**config.mk**
```make
export PLATFORM = sky130hd
export DESIGN_NAME = fp_to_fixed_pipe
export DESIGN_NICKNAME = d
export VERILOG_FILES = /design/src/rtl/fp_to_fixed_pipe.sv
export SDC_FILE = /design/constraint.sdc
export NUM_CORES = 1
export LEC_CHECK = 0
export ABC_AREA = 1
export CORE_MARGIN = 8
export CORE_UTILIZATION = 40
export DETAILED_ROUTE_END_ITERATION = 16
export MAX_ROUTING_LAYER = met4
export PLACE_DENSITY_LB_ADDON = 0.25
export SLEW_MARGIN = 20
export SYNTH_ARGS = -nofsm -noshare
export SYNTH_HDL_FRONTEND = slang
export SYNTH_SLANG_ARGS = --single-unit
export TNS_END_PERCENT = 30
```
**constraint.sdc**
```tcl
create_clock -name clk -period 7.5 [get_ports clk]
set_input_delay 1.125 -clock clk [delete_from_list [all_inputs] [get_ports clk]]
set_output_delay 1.125 -clock clk [all_outputs]
set_load 0.02 [all_outputs]
```
**src/rtl/fp_to_fixed_pipe.sv**
```systemverilog
// fp_to_fixed_pipe: three-stage FP32 -> unsigned fixed-point converter
// (classify, align, saturate) with valid/ready flow control on both sides.
// Truncates toward zero; reports zero/invalid/tiny/huge/inexact status flags.
module fp_to_fixed_pipe #(
  parameter int FRAC_BITS = 16
) (
  input  logic        clk,
  input  logic        rst_n,
  input  logic        in_valid,
  output logic        in_ready,
  input  logic [31:0] in_data,
  output logic        out_valid,
  input  logic        out_ready,
  output logic [31:0] out_data,
  output logic [7:0]  out_status
);

  typedef enum logic [2:0] {
    CLS_ZERO,
    CLS_DENORM,
    CLS_INF,
    CLS_NAN,
    CLS_NORMAL
  } cls_t;

  // Exponent at which the integer LSB of the output lines up with the FP32 significand LSB.
  localparam int BIAS_SHIFT = 150 - FRAC_BITS;
  // First exponent whose value no longer fits in 32 - FRAC_BITS integer bits.
  localparam int HUGE_EXP   = 159 - FRAC_BITS;

  localparam logic [7:0] ST_ZERO    = 8'h01;
  localparam logic [7:0] ST_INVALID = 8'h04;
  localparam logic [7:0] ST_TINY    = 8'h08;
  localparam logic [7:0] ST_HUGE    = 8'h10;
  localparam logic [7:0] ST_INEXACT = 8'h20;

  // A stalled output freezes the whole pipe; no bubble collapsing.
  logic advance;
  assign advance  = ~(out_valid & ~out_ready);
  assign in_ready = advance;

  // ---------------- stage 1: classify ----------------
  logic        v1, sign1;
  logic [7:0]  e1;
  logic [23:0] sig1;
  cls_t        cls1;
  cls_t        cls_in;

  // Decode the operand class from the raw exponent and mantissa fields.
  always_comb begin
    // NOTE: assigning a default first keeps every path covered, so no latch is inferred.
    cls_in = CLS_NORMAL;
    if (in_data[30:23] == 8'd0)
      cls_in = (in_data[22:0] == 23'd0) ? CLS_ZERO : CLS_DENORM;
    else if (in_data[30:23] == 8'hFF)
      cls_in = (in_data[22:0] == 23'd0) ? CLS_INF : CLS_NAN;
  end

  // Register sign, exponent, significand with hidden bit, and class.
  always_ff @(posedge clk or negedge rst_n) begin
    // NOTE: datapath registers are reset too, so out_data/out_status read 0 out of reset.
    if (!rst_n) begin
      v1    <= 1'b0;
      sign1 <= 1'b0;
      e1    <= 8'd0;
      sig1  <= 24'd0;
      cls1  <= CLS_ZERO;
    end else if (advance) begin
      // NOTE: non-blocking assignments give every stage the pre-edge value of its predecessor.
      v1    <= in_valid;
      sign1 <= in_data[31];
      e1    <= in_data[30:23];
      sig1  <= {in_data[30:23] != 8'd0, in_data[22:0]};
      cls1  <= cls_in;
    end
  end

  // ---------------- stage 2: align ----------------
  logic              v2, sign2, huge2, inex2;
  cls_t              cls2;
  logic [31:0]       mag2;

  logic signed [9:0] sh;
  logic [9:0]        nsh;
  logic [55:0]       left_wide;
  logic [55:0]       right_wide;
  logic [31:0]       al_mag;
  logic              al_inex;
  logic              al_huge;

  // Shift the significand so bit FRAC_BITS carries weight 1.0, tracking lost bits.
  always_comb begin
    sh         = $signed({2'b00, e1}) - $signed(10'(BIAS_SHIFT));
    nsh        = 10'(-sh);
    left_wide  = {32'd0, sig1} << sh[8:0];
    right_wide = {sig1, 32'd0} >> nsh[4:0];
    al_mag     = 32'd0;
    al_inex    = 1'b0;
    // The wide upper bits can only be set when the exponent test already flags huge.
    al_huge    = (e1 >= 8'(HUGE_EXP)) | (~sh[9] & (|left_wide[55:32]));
    if (!sh[9]) begin
      al_mag = left_wide[31:0];
    end else if (nsh >= 10'd24) begin
      al_mag  = 32'd0;
      al_inex = 1'b1;
    end else begin
      al_mag  = {8'd0, right_wide[55:32]};
      al_inex = |right_wide[31:0];
    end
  end

  // Register the aligned magnitude with its range and exactness flags.
  always_ff @(posedge clk or negedge rst_n) begin
    if (!rst_n) begin
      v2    <= 1'b0;
      sign2 <= 1'b0;
      cls2  <= CLS_ZERO;
      huge2 <= 1'b0;
      inex2 <= 1'b0;
      mag2  <= 32'd0;
    end else if (advance) begin
      v2    <= v1;
      sign2 <= sign1;
      cls2  <= cls1;
      huge2 <= al_huge;
      inex2 <= al_inex;
      mag2  <= al_mag;
    end
  end

  // ---------------- stage 3: saturate and flag ----------------
  logic [31:0] res_data;
  logic [7:0]  res_status;

  // Pick the result and status by descending priority of the special cases.
  always_comb begin
    res_data   = 32'd0;
    res_status = 8'd0;
    if (cls2 == CLS_NAN) begin
      res_data   = 32'hFFFF_FFFF;
      res_status = ST_INVALID;
    end else if (sign2 && cls2 != CLS_ZERO) begin
      res_status = ST_INVALID;
    end else if (cls2 == CLS_INF) begin
      res_data   = 32'hFFFF_FFFF;
      res_status = ST_HUGE;
    end else if (huge2) begin
      res_data   = 32'hFFFF_FFFF;
      res_status = ST_HUGE | ST_INEXACT;
    end else if (cls2 == CLS_ZERO) begin
      res_status = ST_ZERO;
    end else if (cls2 == CLS_DENORM || mag2 == 32'd0) begin
      res_status = ST_TINY | ST_INEXACT | ST_ZERO;
    end else begin
      res_data   = mag2;
      res_status = inex2 ? ST_INEXACT : 8'd0;
    end
  end

  // Output register; holds its contents while the consumer stalls.
  always_ff @(posedge clk or negedge rst_n) begin
    if (!rst_n) begin
      out_valid  <= 1'b0;
      out_data   <= 32'd0;
      out_status <= 8'd0;
    end else if (advance) begin
      out_valid  <= v2;
      out_data   <= res_data;
      out_status <= res_status;
    end
  end

endmodule

```
* Yosys cells after proc, flatten, opt, wreduce, memory -nomap -nowiden
Cells that the tools add are included.
** Cells by class
- Muxes and demuxes :: 21
- Bitwise operators :: 6
- Eq/ne operators :: 4
- Magnitude comparators :: 2
- $add $sub $neg :: 2
- Shift operators :: 2
- Reductions and logical operators :: 10
** Operators with widths (count)
- two-way mux 32 bit :: 7
- << shifter 24 x 9 -> 56 bit :: 1
- right shift 56 x 5 -> 56 bit :: 1
- two-way mux 6 bit :: 7
- zero test 32 bit :: 1
- OR reduction 32 bit :: 1
- two-way mux 24 bit :: 1
- OR reduction 24 bit :: 1
- zero test 23 bit :: 1
- >= comparator 10 x 5 -> 1 bit (second input constant) :: 1
- negator 9 -> 10 bit :: 1
- subtractor 8 x 8 -> 9 bit (second input constant) :: 1
- equality test 8 bit (second input constant) :: 1
- >= comparator 8 bit (second input constant) :: 1
- zero test 8 bit :: 1
- nonzero test 8 bit :: 1
- equality test 3 x 2 -> 1 bit (second input constant) :: 2
- two-way mux 3 bit :: 2
- two-way mux 1 bit :: 4
- equality test 3 x 1 -> 1 bit (second input constant) :: 1
- zero test 3 bit :: 1
- NOT 1 bit :: 3
- nonzero test 3 bit :: 1
- AND 1 bit :: 2
- other kinds (3) :: 3
** Storage, ports and cells
- Register bits :: 117
- Output and inout bits :: 42
- Input port bits :: 36
- Word-level logic and storage cells :: 61

* Depth between registers and ports, before layout
Gate-level depths: netlist of run 1.
- Word-level depth :: 8
- Gate-level depth with buffers :: 20
- Depth with buffers taken out :: 19

* Worst setup path after synthesis of run 1
No wires, ideal clock.
- Path kind :: input -> output
- Start :: in out_ready
- End :: out in_ready
- Cell stages on the path :: 4
- Path buffers :: 2
- Arrival :: 1920 ps
- Data required time :: 6375 ps
- Slack :: 4455 ps
- Cells stage by stage :: nor2_1 > inv_1 > clkbuf_1 > clkbuf_1
** Between the ends
- Cells in the longest elaborated chain, start to end :: 3
** Ends and longest elaborated chain
- from (decl) :: RTL line 13 : input logic out_ready,
- NOT 1 bit :: RTL line 39 : assign advance = ~(out_valid & ~out_ready);
- AND 1 bit :: RTL line 39
- NOT 1 bit :: RTL line 39
- to (decl) :: RTL line 10 : output logic in_ready,
No other way between the ends.

* Final worst setup path of run 1
Same ends and word-level chain as after synthesis.

==> results of run 1 <==
## power by group
group | total [mW] | internal (mW) | switching (mW) | leakage [nW]
registers | 0.938 | 0.815 | 0.123 | 1.42
logic | 2.81 | 0.893 | 1.91 | 2.91
clock network | 0.874 | 0.589 | 0.285 | 0.309
total | 4.62 | 2.30 | 2.32 | 4.64
## worst max path at each step
stage	depth (start not counted)	slack (ns)	endpoint	from
CTS	4	3.52	in_ready	out_ready
global placement	8	3.54	mag2[16]	out_ready
detailed placement	8	3.50	mag2[23]	out_ready
floorplan	4	4.45	in_ready	out_ready
global route	4	3.43	in_ready	out_ready
finish	4	3.53	in_ready	out_ready
## registers in the layout, indices dropped and copies added, names as in the netlist, 3 cells and up
| name | cells |
|---|---|
| mag2 | 32 |
| sig1 | 24 |
| out_data | 32 |
| e1 | 8 |
| out_status | 5 |
| cls1 | 3 |
| cls2 | 3 |
## placed cells by master (no fill, tap or decap), types with 12 or more instances in the layout
cell / count
buf_4: 12
a21oi_1: 53
nand2_1: 375
inv_1: 92
nor2_1: 150
nand4_1: 42
nand3_1: 148
o21ai_0: 124
clkbuf_16: 17
clkdlybuf4s50_1: 73
or2_2: 14
o221ai_1: 16
dfrtp_1: 114
## layer usage
layer | up-vias | wire length (µm)
met5 | - | 0
met4 | 0 | 661
met3 | 48 | 1500
met2 | 297 | 12200
met1 | 4139 | 12000
li1 | 4454 | -
## per-stage QoR
step,hold slack [ns],cells,instance area [µm²],util
after CTS,0.469,1634,10000,0.476
after detailed placement,0.464,1603,9360,0.445
after global routing,0.497,1634,10000,0.476
final,0.468,1634,10000,0.476
after global placement,0.436,1603,9360,0.445
after floorplan,0.420,1329,8580,-
## worst reg2reg max path: stages, from the launching register on
cell     delay (ns)
dfrtp_1        0.41
ha_1           0.25
inv_1          0.11
nand3_2        0.74
nand3_1        0.53
nand2_1        0.12
nand3_1        0.15
nand3_1        0.11
nand3_1        0.15
nand2_1        0.07
inv_1          0.05
nand2_1        0.04
nor2_1         0.16
nand2_1        0.07
nand2_1        0.06
nand3_1        0.17
nand2_1        0.13
a21oi_2        0.05
## area by class of cell
cell class / instances / area share
timing repair buffer: 85 / 0.0821
inverter: 104 / 0.0391
sequential: 114 / 0.285
clock inverter: 8 / 0.0150
clock buffer: 23 / 0.0488
tap: 275 / 0.0344
multi-input combinational: 1025 / 0.495
## cells by family (layout without fill, tap and decap cells)
kind of cell | after synthesis | in the layout | synth area share
compound gates | 232 | 232 | 0.150
xor+xnor | 6 | 6 | 0.0118
fa+ha+maj | 4 | 4 | 0.00584
buf+inv | 190 | 220 | 0.0919
flops | 114 | 114 | 0.333
mux | 4 | 4 | 0.00467
other cells | 1 | 3 | 0.000438
simple gates | 776 | 776 | 0.402
==> insert_results.sql, run 1 <==
INSERT INTO impl_metrics (metric_group, metric, value, unit) VALUES
('die', 'die_y', '162', 'µm'),
('worst_setup_path', 'series_of_cell_instances_along_the_critical_path', 'clkdlybuf4s50_1 -> nor2_4 -> inv_2 -> clkdlybuf4s50_1', ''),
('synth', 'yosys.area.top_type_share', '0.333', ''),
('final_layout', 'multi_input_area', '0.00495', 'mm²'),
('job', 'cap_violations', '0', ''),
('grt', 'number_of_antenna_violations_at_the_first_check_in_global_routing', '0', ''),
('sta', 'fin_crit', '3.97', 'ns'),
('die', 'placementRows', '53', ''),
('synth', 'synthesis.area_per_instance', '6.46', 'µm²'),
('grt', 'grtUsageMet2', '0.324', ''),
('final_layout', 'n_fill_cell', '2219', ''),
('final_layout', 'final_layout_size_suffix_gt1_frac', '0.0699', ''),
('worst_setup_path', 'worstReg2RegEnd', 'huge2', ''),
('worst_setup_path', 'cp_data_required_time', '6.38', 'ns'),
('power', 'power.density', '462', 'mW/mm²'),
('cts', 'clock-sinks', '114', ''),
('grt', 'grt_remaining_overflow', '0', ''),
('worst_setup_path', 'rr_startpoint', 'e1[2]', ''),
('cts', 'tritoncts.num_buffers', '17', ''),
('worst_hold_path', 'min_delay_worst_endpoint', 'out_valid', ''),
('cts', 'htree_levels', '4', ''),
('worst_setup_path', 'crit_fanout', '35', ''),
('final_layout', 'ff_latch_area', '0.00285', 'mm²'),
('sta', 'slack_of_the_critical_path', '3.53', 'ns'),
('cts', 'path_clk_slew', '0.05', 'ns'),
('synth', 'ys_top_cells_by_area', 'dfrtp_1 33%, nand2_1 16%, nand3_1 8.6%, o21ai_0 7.2%, nor2_1 6.6%', ''),
('sta', 'setup_viol', '0', ''),
('synth', 'postSynth.asyncResetShare', '1.00', ''),
('route', 'detail-route-antenna-nets', '0', ''),
('grt', 'vias_in_the_first_global_route', '8420', ''),
('route', 'routed_wire_length_per_instance', '16.1', 'µm'),
('sta', 'timing.final.max_slew_violations', '0', ''),
('cts', 'post_cts_setup_buffer_count', '0', ''),
('route', 'vias', '8938', ''),
('die', 'core_region_area', '0.0210', 'mm²'),
('route', 'drt-vias-per-instance', '5.47', ''),
('worst_setup_path', 'worstSetupEndpointType', 'output pin', ''),
('cts', 'max-clock-path-buffers', '2', ''),
('grt', 'globalRouteMet1Util', '0.269', ''),
('synth', 'yosys_register_bits', '114', ''),
('worst_setup_path', 'path_common_cell', 'clkdlybuf4s50_1', ''),
('sta', 'layout_worst_path_cycle_share', '0.529', ''),
('route', 'drt-initial-drc-count', '820', ''),
('route', 'firstDrtPassIters', '5', ''),
('route', 'wirelength', '26300', 'µm'),
('grt', 'grt_use_total', '0.208', ''),
('worst_setup_path', 'slowest_stage_delay_cp', '0.64', 'ns'),
('worst_setup_path', 'timing_worst_setup_path_type', 'in2out', ''),
('placed_design', 'dpl.hpwl', '19600', 'µm'),
('die', 'initial_utilization', '0.408', ''),
('cts', 'worstSkewPairLatency', '0.42', 'ns'),
('worst_hold_path', 'hold_path.startpoint', 'v2', ''),
('sta', 'setup-tns-final', '0', 'ns'),
('worst_setup_path', 'cp.arrival', '2.84', 'ns'),
('worst_setup_path', 'cp_bufs_invs', '3', ''),
('power', 'power.leakage', '4.64', 'nW'),
('grt', 'met3_usage', '0.0346', ''),
('run_status', 'status', 'complete, no violations', ''),
('final_layout', 'antennaDiodeCount', '0', ''),
('synth', 'ys.warnings.count', '0', ''),
('grt', 'grt_start_max_net_pins', '76', ''),
('grt', 'top_usage_layer', 'met2', ''),
('sta', 'slew_headroom', '0.352', ''),
('die', 'boundary_pin_count', '78', ''),
('cts', 'cts_hold_repair.buffers', '0', ''),
('worst_setup_path', 'worst_path_dominant_cell_family', 'buffers and inverters', ''),
('synth', 'synth_top_cell_by_area', 'dfrtp_1', ''),
('worst_setup_path', 'worst_reg_to_reg_path_cell_count', '17', ''),
('synth', 'synth_common_cells', '375 x nand2_1, 151 x nor2_1, 148 x nand3_1', ''),
('cts', 'tritoncts_clock_tree', 'done', ''),
('die', 'design.die.area', '0.0264', 'mm²');
(Power assumes the default switching activity.)
==> run 2: changes to the inputs <==
==> constraint.sdc (replaced) <==
create_clock -name clk -period 3.7 [get_ports clk]
set_input_delay 0.555 -clock clk [delete_from_list [all_inputs] [get_ports clk]]
set_output_delay 0.555 -clock clk [all_outputs]
set_load 0.02 [all_outputs]
==> run 2 against run 1 <==
Against the previous run:
- via count is 1.6% higher
- global-route usage is 1.3 points higher
- flip-flop and latch count stayed put
- non-clock buffer count is 9 higher
- clock power is 98% higher
- combinational power is 110% higher
- largest cell class unchanged
- largest power group unchanged
==> insert_results.sql, run 2 (synthesis gave the netlist of run 1 again) <==
INSERT INTO impl_metrics (metric_group, metric, value, unit) VALUES
('route', 'firstDrtPassIters', '6', ''),
('final_layout', 'flow.area_growth_from_synthesis', '17.3', '%'),
('power', 'sequentialPowerShare', '0.201', ''),
('worst_setup_path', 'timing.critical_path.slowest_stage_cell', 'dfrtp_1', ''),
('sta', 'final_setup_skew', '0.00681', 'ns'),
('grt', 'vias_in_the_first_global_route', '8629', ''),
('run_status', 'status', 'complete, no violations', ''),
('power', 'power.switching', '4.87', 'mW'),
('worst_setup_path', 'worst_setup_path_start_kind', 'register', ''),
('final_layout', 'nNetsFinal', '1396', ''),
('worst_setup_path', 'rr_startpoint', 'e1[1]', ''),
('worst_hold_path', 'min_path_type', 'in2async', ''),
('route', 'remaining_drc_errors', '0', ''),
('grt', 'grt_pass1_wl', '45900', 'µm'),
('power', 'sw_frac_of_total', '0.512', ''),
('die', 'horizontal_extent_of_the_die', '162', 'µm'),
('sta', 'slack_of_the_critical_path', '0.649', 'ns'),
('final_layout', 'antennaDiodeCount', '0', ''),
('cts', 'max-clock-path-buffers', '2', ''),
('power', 'p_int', '4.64', 'mW'),
('sta', 'slew_headroom', '0.428', ''),
('final_layout', 'post-route-util', '0.478', ''),
('placed_design', 'gp_congestion', '0.974', ''),
('sta', 'fmax', '328', 'MHz'),
('sta', 'worst_hold_margin', '0.0786', 'ns'),
('job', 'cap_violations', '0', ''),
('placed_design', 'portBuffers', '74', ''),
('worst_setup_path', 'cp.arrival', '3.39', 'ns'),
('worst_setup_path', 'cp_data_required_time', '4.04', 'ns'),
('power', 'power.density', '946', 'mW/mm²'),
('die', 'design.die.area', '0.0264', 'mm²'),
('worst_setup_path', 'cp_bufs_invs', '3', ''),
('route', 'drt-vias-per-instance', '5.53', ''),
('final_layout', 'reg_top3', 'mag2 x32, out_data x32, sig1 x24', ''),
('placed_design', 'placed_cells_incl_taps', '1612', ''),
('sta', 'setup_repair_after_global_routing_missed_its_margin', 'false', ''),
('power', 'ir_worst_vdd', '0.572', 'mV'),
('worst_setup_path', 'series_of_cell_instances_along_the_critical_path', 'ha_1 -> inv_1 -> nand3_2 -> buf_4 -> nand4_1 -> nand2_1 -> nand3_1 -> nand2_1 -> nand3_1 -> nand2_1 -> inv_1 -> nand2_1 -> nor2_1 -> nand2_1 -> nand2_1 -> nand3_1 -> nand2_1 -> a21oi_2', ''),
('grt', 'grt_remaining_overflow', '0', ''),
('placed_design', 'dpl.hpwl', '20800', 'µm'),
('final_layout', 'final_layout_size_suffix_gt1_frac', '0.0767', ''),
('cts', 'cts_hold_repair.buffers', '0', ''),
('die', 'core_region_area', '0.0210', 'mm²'),
('sta', 'setup-tns-final', '0', 'ns'),
('worst_setup_path', 'timing_worst_setup_path_type', 'reg2reg', ''),
('worst_setup_path', 'crit_fanout', '43', ''),
('worst_setup_path', 'path_common_cell', 'nand2_1', ''),
('power', 'power_frac_clock', '0.182', ''),
('grt', 'number_of_antenna_violations_at_the_first_check_in_global_routing', '0', ''),
('route', 'drt-initial-drc-count', '867', ''),
('power', 'p_comb_frac', '0.617', ''),
('grt', 'grt_start_max_net_pins', '94', ''),
('worst_setup_path', 'worstSetupEndpointType', 'register', ''),
('sta', 'timing.final.max_slew_violations', '0', ''),
('final_layout', 'fin_cells', '1644', ''),
('sta', 'layout_worst_path_cycle_share', '0.825', ''),
('route', 'vias', '9084', ''),
('route', 'detail-route-antenna-nets', '0', ''),
('cts', 'tritoncts_clock_tree', 'done', ''),
('cts', 'worstSkewPairLatency', '0.41', 'ns'),
('die', 'placementRows', '53', ''),
('cts', 'clock-sinks', '114', ''),
('final_layout', 'design_area', '0.0101', 'mm²'),
('cts', 'ctsResizeCount', '0', ''),
('grt', 'grt_use_total', '0.221', ''),
('cts', 'cts.root.buffer_cell', 'clkbuf_16', ''),
('worst_setup_path', 'slowest_stage_delay_cp', '0.45', 'ns'),
('worst_setup_path', 'worst_path_dominant_cell_family', 'simple AND/OR/NAND/NOR gates', ''),
('die', 'initial_utilization', '0.408', ''),
('final_layout', 'layout_commonest_cell', 'nand2_1', ''),
('die', 'boundary_pin_count', '78', ''),
('final_layout', 'layout.cells.most_common_list', '375 x nand2_1, 150 x nor2_1, 148 x nand3_1', ''),
('placed_design', 'dp_worst_setup_slack', '0.725', 'ns'),
('sta', 'setup_viol', '0', ''),
('power', 'power.leakage', '4.67', 'nW'),
('cts', 'htree_levels', '4', ''),
('worst_setup_path', 'timing.critical_path.from', 'e1[1]', ''),
('cts', 'path_clk_slew', '0.05', 'ns'),
('sta', 'fin_crit', '3.05', 'ns'),
('sta', 'worst_pin_slew', '0.858', 'ns'),
('placed_design', 'place_area', '0.00944', 'mm²'),
('power', 'post-layout-total-power', '9.51', 'mW'),
('sta', 'hold_violations', '0', ''),
('route', 'routed_wire_length_per_instance', '17.0', 'µm'),
('die', 'die_y', '162', 'µm'),
('route', 'wirelength', '27900', 'µm'),
('cts', 'post_cts_setup_buffer_count', '0', ''),
('cts', 'tritoncts.num_buffers', '17', '');
==> run 2: worst reg2reg max path: stages (launching register included) <==
cell and delay, ns:
dfrtp_1 0.45, ha_1 0.27, inv_1 0.08, nand3_2 0.07
buf_4 0.41, nand4_1 0.31, nand2_1 0.15, nand3_1 0.19
nand2_1 0.14, nand3_1 0.18, nand2_1 0.14, inv_1 0.05
nand2_1 0.06, nor2_1 0.05, nand2_1 0.05, nand2_1 0.05
nand3_1 0.14, nand2_1 0.08, a21oi_2 0.11
==> run 2: power groups by stage <==
stage          sequential (mW)  combinational [mW]  clock [mW]
2_1_floorplan             2.14                3.75           0
3_5_place_dp              1.93                5.78           0
6_report                  1.91                5.87        1.73
3_3_place_gp              1.92                5.79           0
4_1_cts                   1.91                5.80        1.75
5_1_grt                   1.97                6.52        1.81
==> run 2: metal layers <==
metal / track usage / up-vias / wire length, µm
li1: - / 4481 / -
met1: 0.292 / 4267 / 12900
met2: 0.349 / 303 / 13200
met3: 0.0265 / 33 / 1410
met4: 0.0694 / 0 / 510
met5: - / - / 0
==> run 2: path summary, 6_finish.rpt <==
check                                     to  slack [ns]  cells after the start
min in group clk                   out_valid        0.46                      2
worst min-delay path                sig1[16]        0.08                      1
worst max-delay path                   huge2        0.65                     18
worst max register to register         huge2        0.65                     18
max in group asynchronous       out_data[16]        2.80                      2
worst min register to register     out_valid        0.46                      2
==> run 2: layout make-up <==
type	count	area, µm²
clock inverter	9	128
clock buffer	23	488
multi-input combinational	1025	4950
tap	275	344
fill	2146	11000
timing repair buffer	94	901
inverter	104	390
sequential	114	2850
==> run 3: changes to the inputs <==
==> constraint.sdc (replaced) <==
create_clock -name clk -period 2.9 [get_ports clk]
set_input_delay 0.435 -clock clk [delete_from_list [all_inputs] [get_ports clk]]
set_output_delay 0.435 -clock clk [all_outputs]
set_load 0.02 [all_outputs]
==> run 3 against run 2 <==
Against the previous run:
- flip-flop and latch count is the same
- clock power grew 21%
- critical path depth shrank 4
==> insert_results.sql, run 3 (synthesis gave the netlist of run 1 again) <==
INSERT INTO impl_metrics (metric_group, metric, value, unit) VALUES
('route', 'detail-route-antenna-nets', '0', ''),
('power', 'p_comb_frac', '0.629', ''),
('sta', 'setup_repair_after_global_routing_missed_its_margin', 'true', ''),
('grt', 'vias_in_the_first_global_route', '8862', ''),
('grt', 'grt_pass1_wl', '46000', 'µm'),
('power', 'power.leakage', '4.77', 'nW'),
('grt', 'grt_start_max_net_pins', '64', ''),
('worst_hold_path', 'min_path_type', 'reg2reg', ''),
('job', 'cap_violations', '0', ''),
('placed_design', 'dpl.hpwl', '21400', 'µm'),
('route', 'remaining_drc_errors', '0', ''),
('route', 'routed_wire_length_per_instance', '16.7', 'µm'),
('cts', 'max-clock-path-buffers', '2', ''),
('final_layout', 'nNetsFinal', '1416', ''),
('grt', 'grt_use_total', '0.224', ''),
('final_layout', 'post-route-util', '0.486', ''),
('placed_design', 'placed_cells_incl_taps', '1631', ''),
('route', 'firstDrtPassIters', '5', ''),
('final_layout', 'n_fill_cell', '2216', ''),
('final_layout', 'fin_cells', '1665', ''),
('power', 'ir_worst_vdd', '0.481', 'mV'),
('die', 'horizontal_extent_of_the_die', '162', 'µm'),
('power', 'p_int', '5.95', 'mW'),
('worst_setup_path', 'worst_setup_path_start_kind', 'register', ''),
('route', 'drt-initial-drc-count', '939', ''),
('die', 'placementRows', '53', ''),
('die', 'initial_utilization', '0.408', ''),
('worst_setup_path', 'timing_worst_setup_path_type', 'reg2reg', ''),
('power', 'sequentialPowerShare', '0.200', ''),
('sta', 'setup_viol', '0', ''),
('sta', 'layout_worst_path_cycle_share', '0.914', ''),
('cts', 'post_cts_setup_buffer_count', '0', ''),
('sta', 'final_setup_skew', '0.0174', 'ns'),
('final_layout', 'layout.cells.most_common_list', '375 x nand2_1, 150 x nor2_1, 148 x nand3_1', ''),
('route', 'wirelength', '27900', 'µm'),
('power', 'sw_frac_of_total', '0.513', ''),
('sta', 'setup-tns-final', '0', 'ns'),
('worst_setup_path', 'crit_fanout', '24', ''),
('route', 'vias', '9098', ''),
('power', 'power_frac_clock', '0.172', ''),
('worst_setup_path', 'timing.critical_path.from', 'e1[1]', ''),
('placed_design', 'portBuffers', '74', ''),
('die', 'core_region_area', '0.0210', 'mm²'),
('cts', 'cts.root.buffer_cell', 'clkbuf_16', ''),
('die', 'design.die.area', '0.0264', 'mm²'),
('cts', 'htree_levels', '4', ''),
('sta', 'fmax', '377', 'MHz'),
('sta', 'fin_crit', '2.65', 'ns'),
('worst_setup_path', 'worstSetupEndpointType', 'register', ''),
('cts', 'tritoncts.num_buffers', '17', ''),
('cts', 'clock-sinks', '114', ''),
('final_layout', 'flow.area_growth_from_synthesis', '19.2', '%'),
('sta', 'timing.final.max_slew_violations', '0', ''),
('final_layout', 'layout_commonest_cell', 'nand2_1', ''),
('worst_setup_path', 'rr_startpoint', 'e1[1]', ''),
('sta', 'worst_pin_slew', '0.656', 'ns'),
('placed_design', 'gp_congestion', '0.929', ''),
('run_status', 'status', 'complete, no violations', ''),
('sta', 'hold_violations', '0', ''),
('final_layout', 'final_layout_size_suffix_gt1_frac', '0.0914', ''),
('worst_setup_path', 'cp.arrival', '2.95', 'ns'),
('power', 'power.density', '1200', 'mW/mm²'),
('grt', 'number_of_antenna_violations_at_the_first_check_in_global_routing', '1', ''),
('final_layout', 'reg_top3', 'mag2 x32, out_data x32, sig1 x24', ''),
('cts', 'path_clk_slew', '0.06', 'ns'),
('cts', 'tritoncts_clock_tree', 'done', ''),
('worst_hold_path', 'hold_path.startpoint', 'v2', ''),
('die', 'boundary_pin_count', '78', ''),
('die', 'die_y', '162', 'µm'),
('route', 'drt-vias-per-instance', '5.46', ''),
('grt', 'grt_remaining_overflow', '0', ''),
('sta', 'slew_headroom', '0.563', ''),
('worst_setup_path', 'cp_data_required_time', '3.20', 'ns'),
('power', 'power.switching', '6.27', 'mW'),
('cts', 'worstSkewPairLatency', '0.42', 'ns'),
('power', 'post-layout-total-power', '12.2', 'mW');
[run 3: cell count changes in the layout (fill, tap and decap cells not counted), sizes merged, moves of 3 or more]
| cell | delta |
|---|---|
| clkinv | +7 |
| clkbuf | -6 |
| buf | +19 |
| inv | +3 |
| clkinvlp | -3 |
[run 3: layout make-up]
| type | count | area, µm² | share of cell area |
|---|---|---|---|
| well taps | 275 | 344 | 0.0337 |
| flip-flops and latches | 114 | 2850 | 0.280 |
| repair buffers | 114 | 1090 | 0.106 |
| diodes | 1 | 2.50 | 0.000245 |
| clock inverters | 15 | 159 | 0.0156 |
| inverters | 104 | 390 | 0.0382 |
| clock buffers | 17 | 425 | 0.0417 |
| multi-input cells | 1025 | 4950 | 0.485 |
[run 3: layer usage]
metal	track usage	up-vias	wire length (µm)
met2	0.342	323	12600
met3	0.0420	48	1710
li1	-	4516	-
met4	0.0930	0	864
met1	0.288	4211	12700
met5	-	-	0
[run 3: power groups by stage]
stage	Clock (mW)	Combinational, mW	Sequential (mW)
2_1_floorplan	0	4.79	2.73
3_5_place_dp	0	7.60	2.47
5_1_grt	2.20	8.59	2.51
6_report	2.10	7.68	2.44
4_1_cts	2.13	7.63	2.45
3_3_place_gp	0	7.61	2.46
[run 3: worst paths after layout]
path	endpoint	slack (ns)	depth (start not counted)
worst max-delay path	inex2	0.25	14
worst min-delay path	out_valid	0.45	2
worst max register to register	inex2	0.25	14
worst min register to register	out_valid	0.45	2
max in group asynchronous	out_data[7]	1.67	3
min in group asynchronous	sig1[16]	0.53	2
[run 3: critical path: stages, from the launching register on]
cell	delay, ns
dfrtp_1	0.37
buf_4	0.16
ha_1	0.32
inv_1	0.06
buf_4	0.21
o21ai_0	0.28
nand2_1	0.07
o21ai_0	0.17
nand2_1	0.08
o21ai_1	0.17
nand4_1	0.13
nor3_1	0.17
a31oi_1	0.11
o21ai_1	0.16
nand2_1	0.07
[run 3: per-stage QoR]
step,setup WS [ns],instance area [µm²],hold WS [ns]
3_3_place_gp,0.275,9610,0.435
3_5_place_dp,0.266,9610,0.441
5_1_grt,-0.0214,10200,0.482
6_report,0.248,10200,0.450
2_1_floorplan,0.395,8580,0.139
4_1_cts,0.250,10200,0.458
[run 3: timing repair]
action / CTS / global route
gates resized for setup: 0 / 4
hold buffers: 1 / 0
endpoints found under the hold margin: 3 / 0
endpoints found under the setup margin: 0 / 2
